**config.mk**
```make
export PLATFORM = sky130hd
export DESIGN_NAME = shim_shutdown_sense_mux
export DESIGN_NICKNAME = d
export VERILOG_FILES = /design/src/rtl/shim_shutdown_sense_mux.sv
export SDC_FILE = /design/constraint.sdc
export NUM_CORES = 1
export LEC_CHECK = 0
export BUFFER_PORTS_ARGS = -buffer_cell sky130_fd_sc_hd__buf_2
export CAP_MARGIN = 20
export CORE_UTILIZATION = 35
export DETAILED_ROUTE_END_ITERATION = 12
export PLACE_DENSITY = 0.57
export SETUP_SLACK_MARGIN = 0.5
export SLEW_MARGIN = 30
export SYNTH_ARGS = -nofsm -noshare
export SYNTH_HDL_FRONTEND = slang
export SYNTH_SLANG_ARGS = --single-unit
export TNS_END_PERCENT = 100
```
**constraint.sdc**
```tcl
create_clock -name clk -period 1.24 [get_ports clk]
set_input_delay 0.186 -clock clk [delete_from_list [all_inputs] [get_ports clk]]
set_output_delay 0.186 -clock clk [all_outputs]
set_load 0.005 [all_outputs]
```
**src/rtl/shim_shutdown_sense_mux.sv**
```systemverilog
// Shutdown-fault sense mux: 8 synchronized, debounced fault channels muxed onto one pin.
// Optional sticky fault holding is enabled by defining SHUTDOWN_SENSE_STICKY_EN.
module shim_shutdown_sense_mux #(
    parameter int DEBOUNCE_CYCLES = 4,
    parameter int MUX_DELAY       = 1
) (
    input  logic       clk,
    input  logic       resetn,
    input  logic [7:0] fault_in,
    input  logic [2:0] sense_sel,
    input  logic       fault_clear,
    output logic       shutdown_sense_pin,
    output logic [7:0] fault_status
);

    localparam int CW = $clog2(DEBOUNCE_CYCLES + 1);
    localparam logic [CW-1:0] CNT_LAST = CW'(DEBOUNCE_CYCLES - 1);

    logic [7:0]           sync_q1;
    logic [7:0]           sync_q2;
    logic [CW-1:0]        cnt_q [8];
    logic [7:0]           level_q;
    logic [7:0]           flip;
    logic [7:0]           rise;
    logic [MUX_DELAY-1:0] pipe_q;

    // NOTE: sequential state uses non-blocking assignments so every flop samples pre-edge values.
    always_ff @(posedge clk or negedge resetn) begin
        if (!resetn) begin
            sync_q1 <= '0;
            sync_q2 <= '0;
        end else begin
            sync_q1 <= fault_in;
            sync_q2 <= sync_q1;
        end
    end

    // A channel flips when its counter would reach DEBOUNCE_CYCLES on this edge.
    always_comb begin
        flip = '0;
        rise = '0;
        for (int i = 0; i < 8; i++) begin
            flip[i] = (sync_q2[i] != level_q[i]) && (cnt_q[i] == CNT_LAST);
            rise[i] = flip[i] && !level_q[i];
        end
    end

    // NOTE: the counter array is a set of flops, not RAM, so every element takes the async reset.
    always_ff @(posedge clk or negedge resetn) begin
        if (!resetn) begin
            level_q <= '0;
            for (int i = 0; i < 8; i++) begin
                cnt_q[i] <= '0;
            end
        end else begin
            level_q <= level_q ^ flip;
            for (int i = 0; i < 8; i++) begin
                if (sync_q2[i] == level_q[i] || flip[i]) begin
                    cnt_q[i] <= '0;
                end else begin
                    cnt_q[i] <= cnt_q[i] + 1'b1;
                end
            end
        end
    end

`ifdef SHUTDOWN_SENSE_STICKY_EN
    logic [7:0] held_q;

    // Set wins over clear; a clear only drops bits whose debounced level is already low.
    always_ff @(posedge clk or negedge resetn) begin
        if (!resetn) begin
            held_q <= '0;
        end else begin
            held_q <= rise | (held_q & ~({8{fault_clear}} & ~level_q));
        end
    end

    assign fault_status = held_q;
`else
    logic       unused_fault_clear;
    logic [7:0] unused_rise;

    assign unused_fault_clear = fault_clear;
    assign unused_rise        = rise;
    assign fault_status       = level_q;
`endif

    always_ff @(posedge clk or negedge resetn) begin
        if (!resetn) begin
            pipe_q <= '0;
        end else begin
            pipe_q[0] <= fault_status[sense_sel];
            for (int k = 1; k < MUX_DELAY; k++) begin
                pipe_q[k] <= pipe_q[k-1];
            end
        end
    end

    assign shutdown_sense_pin = pipe_q[MUX_DELAY-1];

endmodule
```
==> flow_metrics.py, run 1 <==
metrics = {
    "run_status": {
        "status": "finished, final reports clean",
    },
    "global_routing": {
        "grt_usage_pct": 13.4,
        "grt_max_degree": 50,
        "antenna_found_initial": 0,
        "grt_pass1_wl_um": 5380,
        "overflow": 0,
        "grt_pass1_vias": 1247,
    },
    "cts": {
        "cts-htree-levels": 2,
        "cts.root.buffer_cell": "clkbuf_8",
        "cts_tree": "done",
        "cts_buffers": 5,
        "clk_pin_slew_worst_paths_ns": 0.08,
        "clock_sinks": 49,
        "insertion_delay_ns": 0.29,
        "clock_path_buffers": 2,
    },
    "timing": {
        "tightest_slew_ns": 0.378,
        "layout_setup_ws_ns": 0.0202,
        "post-route-min-period_ns": 1.22,
        "hold_violations": 0,
        "rsz0062_at_grt": "yes",
        "fmax_ghz": 0.820,
        "min_period_over_period_pct": 98.4,
        "tns_ns": 0,
        "maxSlewViolCount": 0,
        "skew_ns": 0.00274,
        "slew_headroom_pct": 74.6,
        "setup_violations": 0,
    },
    "final_layout": {
        "fillers": 378,
        "post-route-util_pct": 60.8,
        "fin_area_um2": 2950,
        "area_growth_pct": 62.0,
        "drive_gt1_share_pct": 63.6,
        "n_antenna_cell": 0,
        "num-nets-final": 214,
    },
    "setup_path": {
        "end_kind": "flip-flop",
        "r2r_slack_ns": 0.02,
        "r2r_cells": 2,
        "crit_buf_inv": 0,
        "crit_path_cell_trace": "mux4_2, mux2_4",
        "arrival_ns": 1.40,
        "worst_setup_path_start_kind": "flip-flop",
        "r2r_end": "shutdown_sense_pin",
        "path_class": "reg -> reg",
        "path_delay_family": "multiplexers",
        "slowest_stage": "mux4_2",
        "crit_required_ns": 1.42,
        "critPathMaxFanout": 2,
        "crit_path_max_incr_delay_ns": 0.45,
    },
    "floorplanning": {
        "die_h_um": 74.1,
        "die_w_um": 74.1,
        "die_area_um2": 5490,
        "coreArea_um2": 4850,
        "start_util_pct": 37.5,
        "fp-row-count": 25,
        "pin_count": 23,
    },
    "pwr": {
        "p_per_area_nw_per_um2": 2130,
        "power_mw": 6.28,
        "leakage_nw": 1.30,
        "vdd_drop_max_mv": 1.11,
    },
    "routing": {
        "drtIter0Drc": 21,
        "drc": 0,
        "drt_pass1_iterations": 2,
        "vias": 1133,
        "routed_wl_um": 3390,
        "ant_nets": 0,
        "wl_per_cell_um": 13.5,
        "viasPerCell": 4.51,
    },
    "hold_path": {
        "whs_endpoint": "shutdown_sense_pin",
        "min-delay-start": "sense_sel[1]",
        "holdPathStages": 2,
        "hp-class": "in -> reg",
    },
    "synth": {
        "yosysUniqueCellTypes": 8,
        "ys_ff_latch": 49,
        "netlist_instances": 116,
        "syn-mean-instance-area_um2": 15.7,
        "synth_area_um2": 1820,
        "syn_nets": 146,
        "yosysWarnings": 0,
        "seq_area_frac_synth_pct": 67.4,
    },
    "placement": {
        "dpl.hpwl_um": 2040,
        "routabilityCongestion": 0.669,
        "dp_slack_ns": 0.0326,
        "port_buffers": 21,
        "dpl_cell_area_um2": 2320,
    },
    "job": {
        "max_cap_violations": 0,
    },
}
## timing repair
| item | CTS | global route |
|---|---|---|
| hold buffers | 9 | 0 |
| pin swaps | 23 | 11 |
| buffers inserted | 17 | 5 |
| endpoints found under the hold margin | 57 | 0 |
| resized for setup | 22 | 27 |
| endpoints found under the setup margin | 42 | 42 |
## how the worst max path moves through the flow
stage	start	endpoint	slack, ns	cells after the start
floorplan	flip-flop	shutdown_sense_pin	0.005	2
global placement	flip-flop	shutdown_sense_pin	0.03	2
detailed placement	cnt_q[21]	flip-flop	0.03	3
CTS	flip-flop	shutdown_sense_pin	0.02	2
global route	flip-flop	shutdown_sense_pin	-0.02	2
finish	flip-flop	shutdown_sense_pin	0.02	2
## synthesized netlist by cell type, drive strengths merged
| cell | count | share of area, % |
|---|---|---|
| mux2 | 9 | 5.6 |
| nor3b | 8 | 3.3 |
| nor3 | 16 | 4.4 |
| mux4 | 2 | 2.9 |
| inv | 8 | 1.6 |
| xnor2 | 8 | 3.8 |
| dfrtp | 49 | 67 |
| ha | 16 | 11 |
## cell families after synthesis
kind of cell	synth area share [%]
buffers and inverters	1.65
XOR/XNOR	3.85
AND/OR/NAND/NOR	7.70
multiplexers	8.45
adder cells (fa/ha/maj)	11.0
flip-flops	67.4
## cells in the final DEF, fill, tap and decap left out
| cell type | n |
|---|---|
| buf_6 | 20 |
| buf_4 | 14 |
| ha_4 | 11 |
| nor3_2 | 8 |
| clkbuf_8 | 6 |
| inv_1 | 8 |
| dlygate4sd3_1 | 9 |
| mux4_2 | 2 |
| nor3b_2 | 8 |
| dfrtp_1 | 49 |
| buf_12 | 2 |
| clkbuf_1 | 1 |
| mux2_4 | 9 |
| nor3_4 | 8 |
| ha_2 | 5 |
| xnor2_2 | 7 |
| buf_2 | 16 |
| xnor2_4 | 1 |
## final cells by class
type | count | area, um^2 | share of cell area (%)
Inverter | 8 | 30.0 | 1.02
Clock buffer | 7 | 86.3 | 2.93
Multi-Input combinational cell | 59 | 982 | 33.3
Sequential cell | 49 | 1230 | 41.6
Tap cell | 67 | 83.8 | 2.84
Timing Repair Buffer | 61 | 541 | 18.3
## per-stage QoR
stage               std cells  hold slack (ns)
floorplan                 116           -0.110
global placement          213            0.186
detailed placement        213            0.190
CTS                       246            0.149
global route              251            0.152
finish                    251            0.158
## metal layers
layer	wire length, um	GRT usage [%]
met1	1320	15.8
met2	1870	22.8
met3	155	4.88
met4	37	4.49
met5	0	0
## worst register-to-register path: stages, from the launching register on
cell     delay [ns]
dfrtp_1        0.39
mux4_2         0.45
mux2_4         0.27
## power by group
part | switching [mW] | internal (mW)
registers | 0.251 | 2.05
logic | 1.18 | 1.90
clock network | 0.461 | 0.443
Power figures use the tool's default switching activity.
==> run 2, diff against run 1 <==
--- a/config.mk
+++ b/config.mk
@@ -9,7 +9,7 @@
 export CAP_MARGIN = 20
 export CORE_UTILIZATION = 35
 export DETAILED_ROUTE_END_ITERATION = 12
-export PLACE_DENSITY = 0.57
+export PLACE_DENSITY = 0.55
 export SETUP_SLACK_MARGIN = 0.5
 export SLEW_MARGIN = 30
 export SYNTH_ARGS = -nofsm -noshare
==> constraint.sdc (replaced) <==
create_clock -name clk -period 1.5 [get_ports clk]
set_input_delay 0.225 -clock clk [delete_from_list [all_inputs] [get_ports clk]]
set_output_delay 0.225 -clock clk [all_outputs]
set_load 0.005 [all_outputs]
==> run 2 against run 1 <==
Setup slack improved by 0.22 ns. Critical path depth unchanged. Via count decreased by 1.4%. Critical path type unchanged. Largest cell class unchanged. Highest routed layer unchanged.
==> flow_metrics.py, run 2 (synthesis results as in run 1) <==
metrics = {
    "run_status": {
        "status": "finished, final reports clean",
    },
    "setup_path": {
        "slowest_stage": "mux4_2",
        "crit_required_ns": 1.69,
        "r2r_slack_ns": 0.24,
        "path_depth": 2,
        "crit_buf_inv": 0,
        "r2r_cells": 2,
        "crit_path_max_incr_delay_ns": 0.47,
        "crit_path_cell_trace": "mux4_2, mux2_4",
        "critPathCapture": "shutdown_sense_pin",
        "critPathMaxFanout": 2,
        "end_kind": "flip-flop",
        "path_class": "reg -> reg",
        "r2r_end": "shutdown_sense_pin",
        "path_delay_family": "multiplexers",
        "arrival_ns": 1.45,
        "worst_setup_path_start_kind": "flip-flop",
    },
    "global_routing": {
        "grt_usage_pct": 13.7,
        "grt_max_degree": 30,
        "grt_pass1_vias": 1178,
        "antenna_found_initial": 0,
        "overflow": 0,
        "grt_pass1_wl_um": 5360,
    },
    "final_layout": {
        "drive_gt1_share_pct": 66.7,
        "area_growth_pct": 64.3,
        "layout_common_cells": "dfrtp_1, buf_6, buf_4",
        "n_antenna_cell": 0,
        "layout.cells.most_common": "dfrtp_1",
        "num-nets-final": 212,
    },
    "pwr": {
        "seqPwrFrac_pct": 35.3,
        "p_comb_share_pct": 47.6,
        "vdd_drop_max_mv": 0.791,
        "p_per_area_nw_per_um2": 1840,
        "leakage_nw": 1.30,
        "switching_share_pct": 30.1,
        "p_int_mw": 3.84,
        "net-switching-power_mw": 1.65,
        "power.clock.fraction_pct": 17.1,
    },
    "routing": {
        "vias": 1117,
        "wl_per_cell_um": 13.2,
        "drtIter0Drc": 16,
        "drt_pass1_iterations": 4,
        "routed_wl_um": 3290,
        "viasPerCell": 4.47,
        "ant_nets": 0,
        "drc": 0,
    },
    "timing": {
        "min_period_over_period_pct": 84.2,
        "layout_setup_ws_ns": 0.237,
        "maxSlewViolCount": 0,
        "setup_violations": 0,
        "tightest_slew_ns": 0.390,
        "tns_ns": 0,
        "skew_ns": 0.00850,
        "post-route-min-period_ns": 1.26,
        "slew_headroom_pct": 73.8,
        "fmax_ghz": 0.792,
        "hold_violations": 0,
        "rsz0062_at_grt": "yes",
    },
    "cts": {
        "clock_sinks": 49,
        "cts.root.buffer_cell": "clkbuf_8",
        "cts_tree": "done",
        "clk_pin_slew_worst_paths_ns": 0.09,
        "insertion_delay_ns": 0.30,
        "cts_buffers": 5,
        "clock_path_buffers": 2,
        "cts-htree-levels": 2,
    },
    "placement": {
        "routabilityCongestion": 0.617,
        "port_buffers": 21,
        "dp_slack_ns": 0.226,
        "dpl.hpwl_um": 1990,
    },
    "job": {
        "max_cap_violations": 0,
    },
    "floorplanning": {
        "die_area_um2": 5490,
        "start_util_pct": 37.5,
        "die_w_um": 74.1,
        "die_h_um": 74.1,
        "pin_count": 23,
        "coreArea_um2": 4850,
        "fp-row-count": 25,
    },
    "hold_path": {
        "hp-class": "in -> reg",
    },
}
[run 2: changes by cell type in the layout (fill, tap and decap cells not counted), moves of 4 or more]
cell | previous run | this run
xnor2_4 | 1 | 5
dlygate4sd3_1 | 9 | 3
buf_6 | 20 | 24
mux2_4 | 9 | 4
mux2_2 | 0 | 5
xnor2_2 | 7 | 2
[run 2: metrics by stage]
step / util, % / hold slack, ns / total power [mW] / instances / instance area, um^2
2_1_floorplan: - / -0.0706 / 2.72 / 116 / 1930
3_3_place_gp: 44.2 / 0.201 / 3.00 / 205 / 2140
3_5_place_dp: 44.2 / 0.214 / 3.12 / 205 / 2140
4_1_cts: 54.9 / 0.00872 / 4.97 / 230 / 2660
5_1_grt: 61.7 / 0.00236 / 5.88 / 250 / 2990
6_report: 61.7 / 0.0214 / 5.49 / 250 / 2990
[run 2: what timing repair did]
| action | in CTS | in global routing |
|---|---|---|
| hold buffers | 1 | 2 |
| setup endpoints to repair | 41 | 71 |
| setup buffers | 16 | 18 |
| resized for setup | 48 | 28 |
| endpoints found under the hold margin | 20 | 2 |
| pin swaps | 22 | 30 |
| cloned | 0 | 0 |
[run 2: power groups by stage]
| stage | Clock (mW) | Combinational [mW] | Sequential, mW |
|---|---|---|---|
| finish | 0.938 | 2.61 | 1.94 |
| global route | 1.03 | 2.85 | 1.99 |
| CTS | 0.967 | 2.10 | 1.91 |
| detailed placement | 0 | 1.15 | 1.97 |
| global placement | 0 | 1.06 | 1.94 |
| floorplan | 0 | 0.797 | 1.92 |
[run 2: how the worst min path moves through the flow]
stage | startpoint | end | slack, ns | cells past startpoint
final | fault_in[6] | sync_q1[6] | 0.02 | 1
after global routing | fault_in[7] | sync_q1[7] | 0.002 | 1
after CTS | fault_in[2] | sync_q1[2] | 0.009 | 1
after detailed placement | resetn | cnt_q[13] | 0.21 | 1
after global placement | resetn | cnt_q[14] | 0.20 | 1
after floorplan | resetn | async pin | -0.07 | 0
[run 2: per-layer routing]
metal	track usage [%]	vias up	part of all wire, %
li1	-	529	-
met1	15.4	565	39
met2	23.7	19	57
met3	5.56	4	3.6
met4	4.49	0	0.94
met5	0	-	0
[run 2: final cells by class]
type,instances,area [um^2]
Tap cell,67,83.8
Multi-Input combinational cell,59,1000
Clock inverter,3,46.3
Sequential cell,49,1230
Fill cell,372,1860
Inverter,8,30.0
Timing Repair Buffer,59,531
Clock buffer,5,68.8
==> run 3, diff against run 2 <==
--- a/config.mk
+++ b/config.mk
@@ -5,11 +5,12 @@
 export SDC_FILE = /design/constraint.sdc
 export NUM_CORES = 1
 export LEC_CHECK = 0
+export ABC_AREA = 1
 export BUFFER_PORTS_ARGS = -buffer_cell sky130_fd_sc_hd__buf_2
 export CAP_MARGIN = 20
 export CORE_UTILIZATION = 35
 export DETAILED_ROUTE_END_ITERATION = 12
-export PLACE_DENSITY = 0.55
+export PLACE_DENSITY = 0.57
 export SETUP_SLACK_MARGIN = 0.5
 export SLEW_MARGIN = 30
 export SYNTH_ARGS = -nofsm -noshare
==> constraint.sdc (replaced) <==
create_clock -name clk -period 1.15 [get_ports clk]
set_input_delay 0.1725 -clock clk [delete_from_list [all_inputs] [get_ports clk]]
set_output_delay 0.1725 -clock clk [all_outputs]
set_load 0.005 [all_outputs]
==> run 3 against run 2 <==
Cell count grew 19%. Clock-buffer cell count grew 1. Die area grew 0.87%. Hold slack gained 0.087 ns. Sequential share of layout area grew 4.6 points. Register-to-register slack lost 0.21 ns. Core utilization shrank 8.6 points. Setup slack lost 0.21 ns. Power grew 6.4%. Global-route usage shrank 0.19 points. First-iteration DRC count grew 56%. Critical path type unchanged.
==> flow_metrics.py, run 3 <==
metrics = {
    "run_status": {
        "status": "finished, final reports clean",
    },
    "placement": {
        "routabilityCongestion": 0.667,
        "port_buffers": 21,
        "dp_slack_ns": 0.0327,
        "dpl_cell_area_um2": 2230,
        "post-place-cells": 257,
        "dpl.hpwl_um": 2190,
    },
    "timing": {
        "fmax_ghz": 0.893,
        "skew_ns": 0.00348,
        "setup_violations": 0,
        "hold_violations": 0,
        "slew_headroom_pct": 87.1,
        "tightest_slew_ns": 0.194,
        "min_period_over_period_pct": 97.4,
        "maxSlewViolCount": 0,
        "rsz0062_at_grt": "yes",
        "post-route-min-period_ns": 1.12,
        "layout_setup_ws_ns": 0.0304,
    },
    "synth": {
        "ys_ff_latch": 49,
        "synth_top_family_by_area": "adder cells",
        "yosysMostFrequentCell": "dfrtp_1",
        "synth-edff-count": 0,
        "synth_simple_gate_area_share_pct": 10.3,
        "seq_area_frac_synth_pct": 66.8,
        "yosysUniqueCellTypes": 9,
        "synth_area_um2": 1840,
        "synthAdderAreaFrac_pct": 10.9,
        "syn_nets": 195,
        "netlist_instances": 165,
        "yosysWarnings": 0,
        "syn-mean-instance-area_um2": 11.1,
        "synth_top_area_cell": "dfrtp_1",
        "yosys-top-cells-count": "dfrtp_1, inv_1, nor2_1",
        "yosys.area.top_type_share_pct": 66.8,
        "synth-compound-area-share_pct": 6.54,
        "yosys-top-cells-area": "dfrtp_1, ha_1, inv_1, nor2_1, o21ai_0",
        "ys.flop_type": "dfrtp_1",
        "synth_xor_area_share_pct": 0,
        "async_flop_share_pct": 100,
        "muxShareOfSynthArea_pct": 0,
    },
    "routing": {
        "wl_met3_um": 95,
        "viasPerCell": 4.30,
        "highest_layer": "met4",
        "ant_nets": 0,
        "drt_pass1_iterations": 3,
        "m1WireLength_um": 1440,
        "routed_wl_um": 3440,
        "vias": 1281,
        "wl_met2_um": 1870,
        "wl_per_cell_um": 11.6,
        "drc": 0,
        "drtIter0Drc": 25,
    },
    "final_layout": {
        "layout.cells.most_common": "dfrtp_1",
        "area_growth_pct": 46.5,
        "fillers": 477,
        "drive_gt1_share_pct": 44.7,
        "layout_common_cells": "dfrtp_1, nor2_1, inv_1",
        "fin_area_um2": 2690,
        "n_antenna_cell": 0,
        "num-nets-final": 257,
        "layout.cells.non_filler": 298,
    },
    "global_routing": {
        "grt_pass1_wl_um": 5450,
        "grt_pass1_vias": 1367,
        "grt_max_degree": 50,
        "grt_usage_pct": 13.5,
        "overflow": 0,
        "antenna_found_initial": 0,
    },
    "job": {
        "max_cap_violations": 0,
    },
    "setup_path": {
        "crit_required_ns": 1.37,
        "r2r_end": "cnt_q[17]",
        "path_delay_family": "flip-flops",
        "crit_buf_inv": 0,
        "crit_top_cell": "ha_4",
        "worstReg2RegStart": "cnt_q[15]",
        "end_kind": "flip-flop",
        "slowest_stage": "dfrtp_1",
        "r2r_slack_ns": 0.03,
        "worst_setup_path_start_kind": "flip-flop",
        "crit_path_max_incr_delay_ns": 0.41,
        "arrival_ns": 1.34,
        "r2r_cells": 5,
        "path_class": "reg -> reg",
        "crit_path_cell_trace": "ha_4, ha_4, a21oi_2, o21ai_2, nor2_1",
        "critPathMaxFanout": 3,
    },
    "cts": {
        "cts_buffers": 5,
        "clock_path_buffers": 2,
        "cts-htree-levels": 2,
        "clk_pin_slew_worst_paths_ns": 0.09,
        "cts.root.buffer_cell": "clkbuf_8",
        "cts_tree": "done",
        "insertion_delay_ns": 0.29,
        "clock_sinks": 49,
    },
    "hold_path": {
        "hp-class": "in -> reg",
        "holdPathStages": 3,
        "min-delay-start": "sense_sel[2]",
        "whs_endpoint": "shutdown_sense_pin",
    },
    "pwr": {
        "p_per_area_nw_per_um2": 2170,
        "leakage_nw": 1.28,
        "vdd_drop_max_mv": 1.10,
    },
    "floorplanning": {
        "pin_count": 23,
        "start_util_pct": 36.2,
        "coreArea_um2": 5070,
        "die_w_um": 74.4,
        "die_area_um2": 5540,
        "die_h_um": 74.4,
        "fp-row-count": 26,
    },
}
-- run 3: changes by cell type after synthesis, sizes merged --
cell / previous run / this run
nand3: 0 / 4
mux2: 9 / 0
nor3b: 8 / 0
a21oi: 0 / 8
xnor2: 8 / 0
inv: 8 / 27
o21ai: 0 / 16
mux4: 2 / 0
nor2: 0 / 24
nor3: 16 / 0
nand2: 0 / 21
-- run 3: how the worst max path moves through the flow --
stage | start | endpoint | slack, ns | cells after the start
after CTS | cnt_q[13] | cnt_q[14] | 0.02 | 5
final | cnt_q[15] | cnt_q[17] | 0.03 | 5
after detailed placement | cnt_q[13] | cnt_q[14] | 0.03 | 5
after global routing | cnt_q[12] | cnt_q[12] | -0.05 | 5
after floorplan | cnt_q[9] | cnt_q[10] | 0.13 | 5
after global placement | cnt_q[21] | cnt_q[21] | 0.09 | 5
-- run 3: cells by family (layout without fill, tap and decap cells) --
| kind of cell | Yosys count | count (layout) |
|---|---|---|
| AOI/OAI and AO/OA | 24 | 24 |
| adders and majority gates | 16 | 16 |
| DFF | 49 | 49 |
| buffers and inverters | 27 | 90 |
| and+or+nand+nor | 49 | 49 |
-- run 3: worst register-to-register path, cell delays in order (launching register included) --
cell and delay (ns):
dfrtp_1 0.41, ha_4 0.17, ha_4 0.16, a21oi_2 0.12, o21ai_2 0.09, nor2_1 0.10
-- run 3: through the flow --
stage                     hold WS (ns)  total power, mW  setup TNS, ns  utilization (%)
after floorplan                 -0.123             3.63              0                -
after global placement           0.174             3.97              0             43.9
after detailed placement         0.181             4.17              0             43.9
after CTS                       0.0988             5.54              0             49.6
after global routing            0.0985             6.34         -0.409             53.0
final                            0.109             5.84              0             53.0
-- run 3: what timing repair did --
action | CTS | global route
endpoints found under the hold margin | 57 | 0
endpoints found under the setup margin | 42 | 43
buffers inserted | 13 | 10
pin swaps | 13 | 13
gates cloned | 0 | 1
gates resized for setup | 15 | 20
hold buffers | 9 | 0
-- run 3: per-layer routing --
| metal | global-route usage [%] | vias to the layer above |
|---|---|---|
| met5 | 0 | - |
| met4 | 5.66 | 0 |
| met3 | 4.07 | 4 |
| met2 | 26.0 | 17 |
| met1 | 13.2 | 622 |
| li1 | - | 638 |
-- run 3: final cells by class --
cell class	count	area [um^2]	area share, %
timing repair buffer	55	435	16.2
multi-input combinational	89	746	27.7
sequential	49	1230	45.6
clock buffer	6	72.6	2.70
inverter	27	109	4.04
tap	70	87.6	3.25
clock inverter	2	15.0	0.558
-- run 3: power breakdown --
group / internal, mW / switching, mW
Combinational: 1.27 / 1.11
Sequential: 2.21 / 0.279
Clock: 0.429 / 0.544
Total: 3.91 / 1.93
